--- config.mk ---
export PLATFORM = sky130hd
export DESIGN_NAME = argmax_tracker
export DESIGN_NICKNAME = d
export VERILOG_FILES = /design/src/rtl/dnn_pkg.sv /design/src/rtl/max_finder_tree.sv /design/src/rtl/argmax_tracker.sv
export SDC_FILE = /design/constraint.sdc
export NUM_CORES = 1
export LEC_CHECK = 0
export BUFFER_PORTS_ARGS = -buffer_cell sky130_fd_sc_hd__buf_2
export CORE_MARGIN = 2
export CORE_UTILIZATION = 32
export CTS_BUF_LIST = sky130_fd_sc_hd__clkbuf_16
export DETAILED_ROUTE_END_ITERATION = 16
export PLACE_DENSITY_LB_ADDON = 0.3
export SLEW_MARGIN = 20
export SYNTH_ARGS = -nofsm -noshare
export SYNTH_HDL_FRONTEND = slang
export SYNTH_HIERARCHICAL = 1
export SYNTH_SLANG_ARGS = --single-unit
--- constraint.sdc ---
create_clock -name clk -period 4.4 [get_ports clk]
set_input_delay 0.88 -clock clk [delete_from_list [all_inputs] [get_ports clk]]
set_output_delay 0.88 -clock clk [all_outputs]
set_load 0.05 [all_outputs]
--- src/rtl/dnn_pkg.sv ---
// Helpers shared by the DNN output stage: safe clog2 widths and the most-negative
// two's-complement constant for a given activation width.
package dnn_pkg;

  function automatic int clog2_min1(input int v);
    return (v > 1) ? $clog2(v) : 1;
  endfunction

  // Caller slices the low w bits; w must not exceed 64.
  function automatic logic [63:0] most_neg(input int w);
    return 64'(1) << (w - 1);
  endfunction

endpackage

--- src/rtl/max_finder_tree.sv ---
// N-way combinational signed argmax as a balanced binary tree, log2(N) compare stages.
// Ties go to the lower slice index at every node.
module max_finder_tree
  import dnn_pkg::*;
#(
  parameter int width = 10,
  parameter int N = 1,
  localparam int IW = clog2_min1(N)
) (
  input  logic [width*N-1:0]      act,
  output logic signed [width-1:0] max_val,
  output logic [IW-1:0]           max_idx
);

  always_comb begin
    // Heap layout: leaves at N-1..2N-2 in slice order, root at node 0.
    logic signed [width-1:0] node_val [2*N-1];
    logic [IW-1:0]           node_idx [2*N-1];
    for (int k = 0; k < N; k++) begin
      node_val[N-1+k] = act[k*width +: width];
      node_idx[N-1+k] = IW'(k);
    end
    for (int i = N - 2; i >= 0; i--) begin
      // Right child (higher indices) wins only when strictly greater.
      if (node_val[2*i+2] > node_val[2*i+1]) begin
        node_val[i] = node_val[2*i+2];
        node_idx[i] = node_idx[2*i+2];
      end else begin
        node_val[i] = node_val[2*i+1];
        node_idx[i] = node_idx[2*i+1];
      end
    end
    max_val = node_val[0];
    max_idx = node_idx[0];
  end

endmodule

--- src/rtl/argmax_tracker.sv ---
// Tracks the running argmax of a neuron block streamed N per clock and publishes the
// predicted class at each block boundary, with correctness against the ideal one-hot.
module argmax_tracker
  import dnn_pkg::*;
#(
  parameter int width = 10,
  parameter int N = 1,
  parameter int NOUT = 16,
  parameter int SKIP = 2,
  parameter int CNT_W = 16,
  localparam int cpc = NOUT / N + SKIP
) (
  input  logic                         clk,
  input  logic                         reset,
  input  logic                         cycle_clk,
  input  logic [clog2_min1(cpc)-1:0]   cycle_index,
  input  logic [width*N-1:0]           act_in,
  input  logic [N-1:0]                 ans_in,
  input  logic                         en,
  input  logic                         clear_counts,
  output logic [NOUT-1:0]              out_onehot,
  output logic [clog2_min1(NOUT)-1:0]  out_idx,
  output logic                         out_valid,
  output logic                         correct,
  output logic [CNT_W-1:0]             hit_count,
  output logic [CNT_W-1:0]             sample_count
);

  localparam int CIW = clog2_min1(cpc);
  localparam int OIW = clog2_min1(NOUT);
  localparam int SIW = clog2_min1(N);
  localparam int LOGN = $clog2(N);
  localparam logic [63:0] MN64 = most_neg(width);
  localparam logic signed [width-1:0] MOST_NEG = MN64[width-1:0];
  localparam logic [CIW-1:0] FIRST_DATA = CIW'(SKIP);
  localparam logic [CIW-1:0] LAST_DATA = CIW'(cpc - 1);

  logic signed [width-1:0] slice_max;
  logic [SIW-1:0]          slice_idx;

  max_finder_tree #(.width(width), .N(N)) u_tree (
    .act     (act_in),
    .max_val (slice_max),
    .max_idx (slice_idx)
  );

  logic signed [width-1:0] run_max, nxt_max;
  logic [OIW-1:0]          run_idx, nxt_idx, ans_idx, nxt_ans_idx;
  logic                    ans_seen, nxt_ans_seen, seen, nxt_seen;
  logic                    armed;
  logic                    data_clk, publish, pub_correct, ans_any;
  logic [SIW-1:0]          ans_pos;
  logic [OIW-1:0]          grp, cand_idx, cand_ans;

  assign data_clk    = (cycle_index >= FIRST_DATA) && (cycle_index <= LAST_DATA);
  assign grp         = OIW'(cycle_index - FIRST_DATA);
  assign cand_idx    = (grp << LOGN) | OIW'(slice_idx);
  assign cand_ans    = (grp << LOGN) | OIW'(ans_pos);
  // armed is false until one boundary has passed, so a sample cut by reset is never published.
  assign publish     = cycle_clk && seen && armed;
  assign pub_correct = ans_seen && (ans_idx == run_idx);

  always_comb begin
    ans_any = 1'b0;
    ans_pos = '0;
    for (int k = N - 1; k >= 0; k--) begin
      if (ans_in[k]) begin
        ans_any = 1'b1;
        ans_pos = SIW'(k);
      end
    end
  end

  always_comb begin
    nxt_max      = cycle_clk ? MOST_NEG : run_max;
    nxt_idx      = cycle_clk ? '0 : run_idx;
    nxt_ans_idx  = cycle_clk ? '0 : ans_idx;
    nxt_ans_seen = cycle_clk ? 1'b0 : ans_seen;
    nxt_seen     = cycle_clk ? 1'b0 : seen;
    if (data_clk) begin
      nxt_seen = 1'b1;
      if (slice_max > nxt_max) begin
        nxt_max = slice_max;
        nxt_idx = cand_idx;
      end
      if (ans_any && !nxt_ans_seen) begin
        nxt_ans_seen = 1'b1;
        nxt_ans_idx  = cand_ans;
      end
    end
  end

  always_ff @(posedge clk or negedge reset) begin
    if (!reset) begin
      run_max      <= MOST_NEG;
      run_idx      <= '0;
      ans_idx      <= '0;
      ans_seen     <= 1'b0;
      seen         <= 1'b0;
      armed        <= 1'b0;
      out_onehot   <= '0;
      out_idx      <= '0;
      out_valid    <= 1'b0;
      correct      <= 1'b0;
      hit_count    <= '0;
      sample_count <= '0;
    end else begin
      run_max   <= nxt_max;
      run_idx   <= nxt_idx;
      ans_idx   <= nxt_ans_idx;
      ans_seen  <= nxt_ans_seen;
      seen      <= nxt_seen;
      armed     <= armed | cycle_clk;
      out_valid <= publish;
      if (publish) begin
        out_idx    <= run_idx;
        out_onehot <= NOUT'(1) << run_idx;
        correct    <= pub_correct;
      end
      if (clear_counts) begin
        hit_count    <= '0;
        sample_count <= '0;
      end else if (publish && en) begin
        if (sample_count != '1) sample_count <= sample_count + CNT_W'(1);
        if (pub_correct && hit_count != '1) hit_count <= hit_count + CNT_W'(1);
      end
    end
  end

endmodule

==> out/results.ini <==
[critical_path]
crit_path_cell_trace=buf_2 > inv_1 > nand2_1 > ha_1 > a21o_1 > a2111o_1 > a221o_1 > nand3_2 > mux2_2
crit_arrival_ps=3420
path_buf_inv=2
path_max_fanout=14
reg2reg_slack_ps=1980
critical_path_required_ps=4630
worstSetupStartpointType=input pin
critical_path.top_delay_family=compound AO/OA/AOI/OAI gates
reg2reg_depth=7
critPathKind=in -> reg
rr_startpoint=run_max[9]
cpMaxStageDelayCell=a2111o_1
timing.rr.end=run_max[0]
path_depth=9
startpoint=cycle_clk
cpPeakStageDelay_ps=400
endpoint_kind=flip-flop

[sta]
fmax_mhz=312.8
finalSetupViolCount=0
drv_slew=0
slew_headroom=0.3720
grt_setup_unrepaired=false
finalCritPeriodShare=0.7266
finalClockSkew_ps=5.716
tns_ps=0
fin_crit_ps=3197
hold_viol=0
worst_pin_slew_ps=939.3

[die]
ios=75
core_um2=12110
rows=40
start_util=0.3310
die_h_um=115.9
die_w_um=115.9
die_area_um2=13440

[global_routing]
met3_usage=0.03138
antenna_found_initial=0
grt_pass1_vias=2980
grt_pass1_wl_um=15230
grt_busiest_layer=met2
met2_usage=0.2230
use_met1=0.1938
grt-ovfl-total=0
grt_max_degree=76
grt_usage=0.1442

[detailed_routing]
first_pass_iters=4
vias=3134
vias_per_cell=4.975
first_iter_violations=262
drc_errors=0
wl_per_cell_um=14.45
routed_wl_um=9101
ant_nets=0

[clocking]
tritoncts=yes
clock-sinks=75
h-tree-depth=3
cts_hold_buf=0
cts_root_buf=clkbuf_16
cts_resized=0
insertion_delay_ps=340
post_cts_buffers=0
cts_buffer_depth=2
cts_inserted_buffers=9
clkSlewWorstSetupHoldPaths_ps=60

[synthesis]
ys_ff_latch=75
synth_top_area_frac=0.4619
syn-num-nets=435
yosys.area.top_type=dfrtp_1
avgSynthCellArea_um2=10.02
synthesis.area_um2=4009
yosysMostFrequentCell=dfrtp_1
synthCells=400
async_flop_share=1.000
synthFlopType=dfrtp_1
synth_edf_count=0
synth_area_leaders=dfrtp_1 (46%), ha_1 (4.4%), nand2_1 (4.3%)
yosysWarnings=6
yosysSeqAreaShare=0.4685
ys_types=51
netlist_top_cells_count=dfrtp_1 (74), nand2_1 (46), nor2_1 (26), inv_1 (23), o31ai_1 (15)

[power_and_ir_drop]
ir_drop_mv=0.1292
p_clk_frac=0.369
combinationalPowerShare=0.182
p_per_area_nw_per_um2=373.4
p_sw_mw=0.5445
intPower_mw=1.208
switching_share=0.3108
leakagePower_nw=2.275
pwr-share-seq=0.449

[placed_design]
placedCellCount=613
place_area_um2=4412
dpl.hpwl_um=6265
io_buffers=74
place_congestion=0.7490

[final_layout]
fillers=1227
drive_gt1_frac=0.2251
antenna_cells=0
layout.cells.non_filler=630
fin_nets=492
final_area_um2=4692
area_growth_pct=17.04

[min_path]
hp-start=out_onehot[3]
hold_path_depth=2
min_path_type=reg -> reg
hold-path-endpoint=out_onehot[3]

[outcome]
outcome=finished clean

[run]
maxCapViolCount=0

[metal layers]
metal  share of wire  wire length, µm  vias up
met5               0                0        -
met1            0.47             4282     1526
li1                -                -     1539
met4           0.016              148        0
met3           0.045              408       13
met2            0.47             4262       56
[cells in the final DEF, fill, tap and decap left out, types with 13 or more instances in the layout]
master / n
mux2i_1: 13
a21oi_1: 14
o31ai_1: 15
dfrtp_1: 74
ha_1: 14
nand2_1: 46
inv_1: 25
nor2_1: 26
buf_2: 73
nand3_1: 14
[worst max-delay path by stage]
stage                            end  slack, ps
after detailed placement  run_max[0]        840
final                     run_max[0]       1200
after global routing      run_max[0]       1050
after CTS                 run_max[0]       1190
after floorplan           run_max[2]       1530
after global placement    run_max[0]        910
[through the flow]
stage / worst slack (ps) / hold slack, ps / total power, mW / util
finish: 1203 / 473.9 / 1.752 / 0.3874
detailed placement: 843.4 / 461.9 / 1.121 / 0.3643
CTS: 1194 / 476.0 / 1.778 / 0.3851
global placement: 910.7 / 456.7 / 1.113 / 0.3643
global route: 1046 / 493.6 / 1.838 / 0.3874
floorplan: 1532 / 475.0 / 1.038 / -
[sequential cells by signal, indices dropped and copies added, names as in the netlist, 4 cells and up]
name and count:
out_idx 4, run_max 10, out_onehot 16, run_idx 4, hit_count 16, ans_idx 4
sample_count 16
[layout make-up]
type	instances	area (µm²)	area share
Sequential cell	75	1878	0.4003
Clock inverter	7	27.53	0.005867
Timing Repair Buffer	77	415.4	0.08853
Inverter	23	86.33	0.01840
Tap cell	168	210.2	0.04480
Clock buffer	9	225.2	0.04800
Multi-Input combinational cell	271	1849	0.3941
[worst reg2reg max path, stage by stage (launching register included)]
cell	delay (ps)
dfstp_2	530
nor2_1	50
ha_1	310
nand4_1	90
nor3_1	290
a221o_1	220
nand3_2	380
mux2_2	440
[power groups by stage]
stage / logic, mW / clock network (mW) / registers, mW
floorplan: 0.165 / 0 / 0.873
global placement: 0.317 / 0 / 0.797
detailed placement: 0.321 / 0 / 0.800
CTS: 0.323 / 0.667 / 0.788
global route: 0.351 / 0.693 / 0.794
finish: 0.320 / 0.647 / 0.786
[cell families after synthesis]
logic type / Yosys count / share of synthesized area
DFF: 75 / 0.4685
muxes: 22 / 0.05774
and+or+nand+nor: 151 / 0.2032
other: 1 / 0.0009354
xor gates and xnor gates: 17 / 0.03901
buffers and inverters: 54 / 0.07022
adders and majority gates: 14 / 0.04370
AOI/OAI and AO/OA: 66 / 0.1167
No activity file was read; power rests on OpenSTA's default activity.
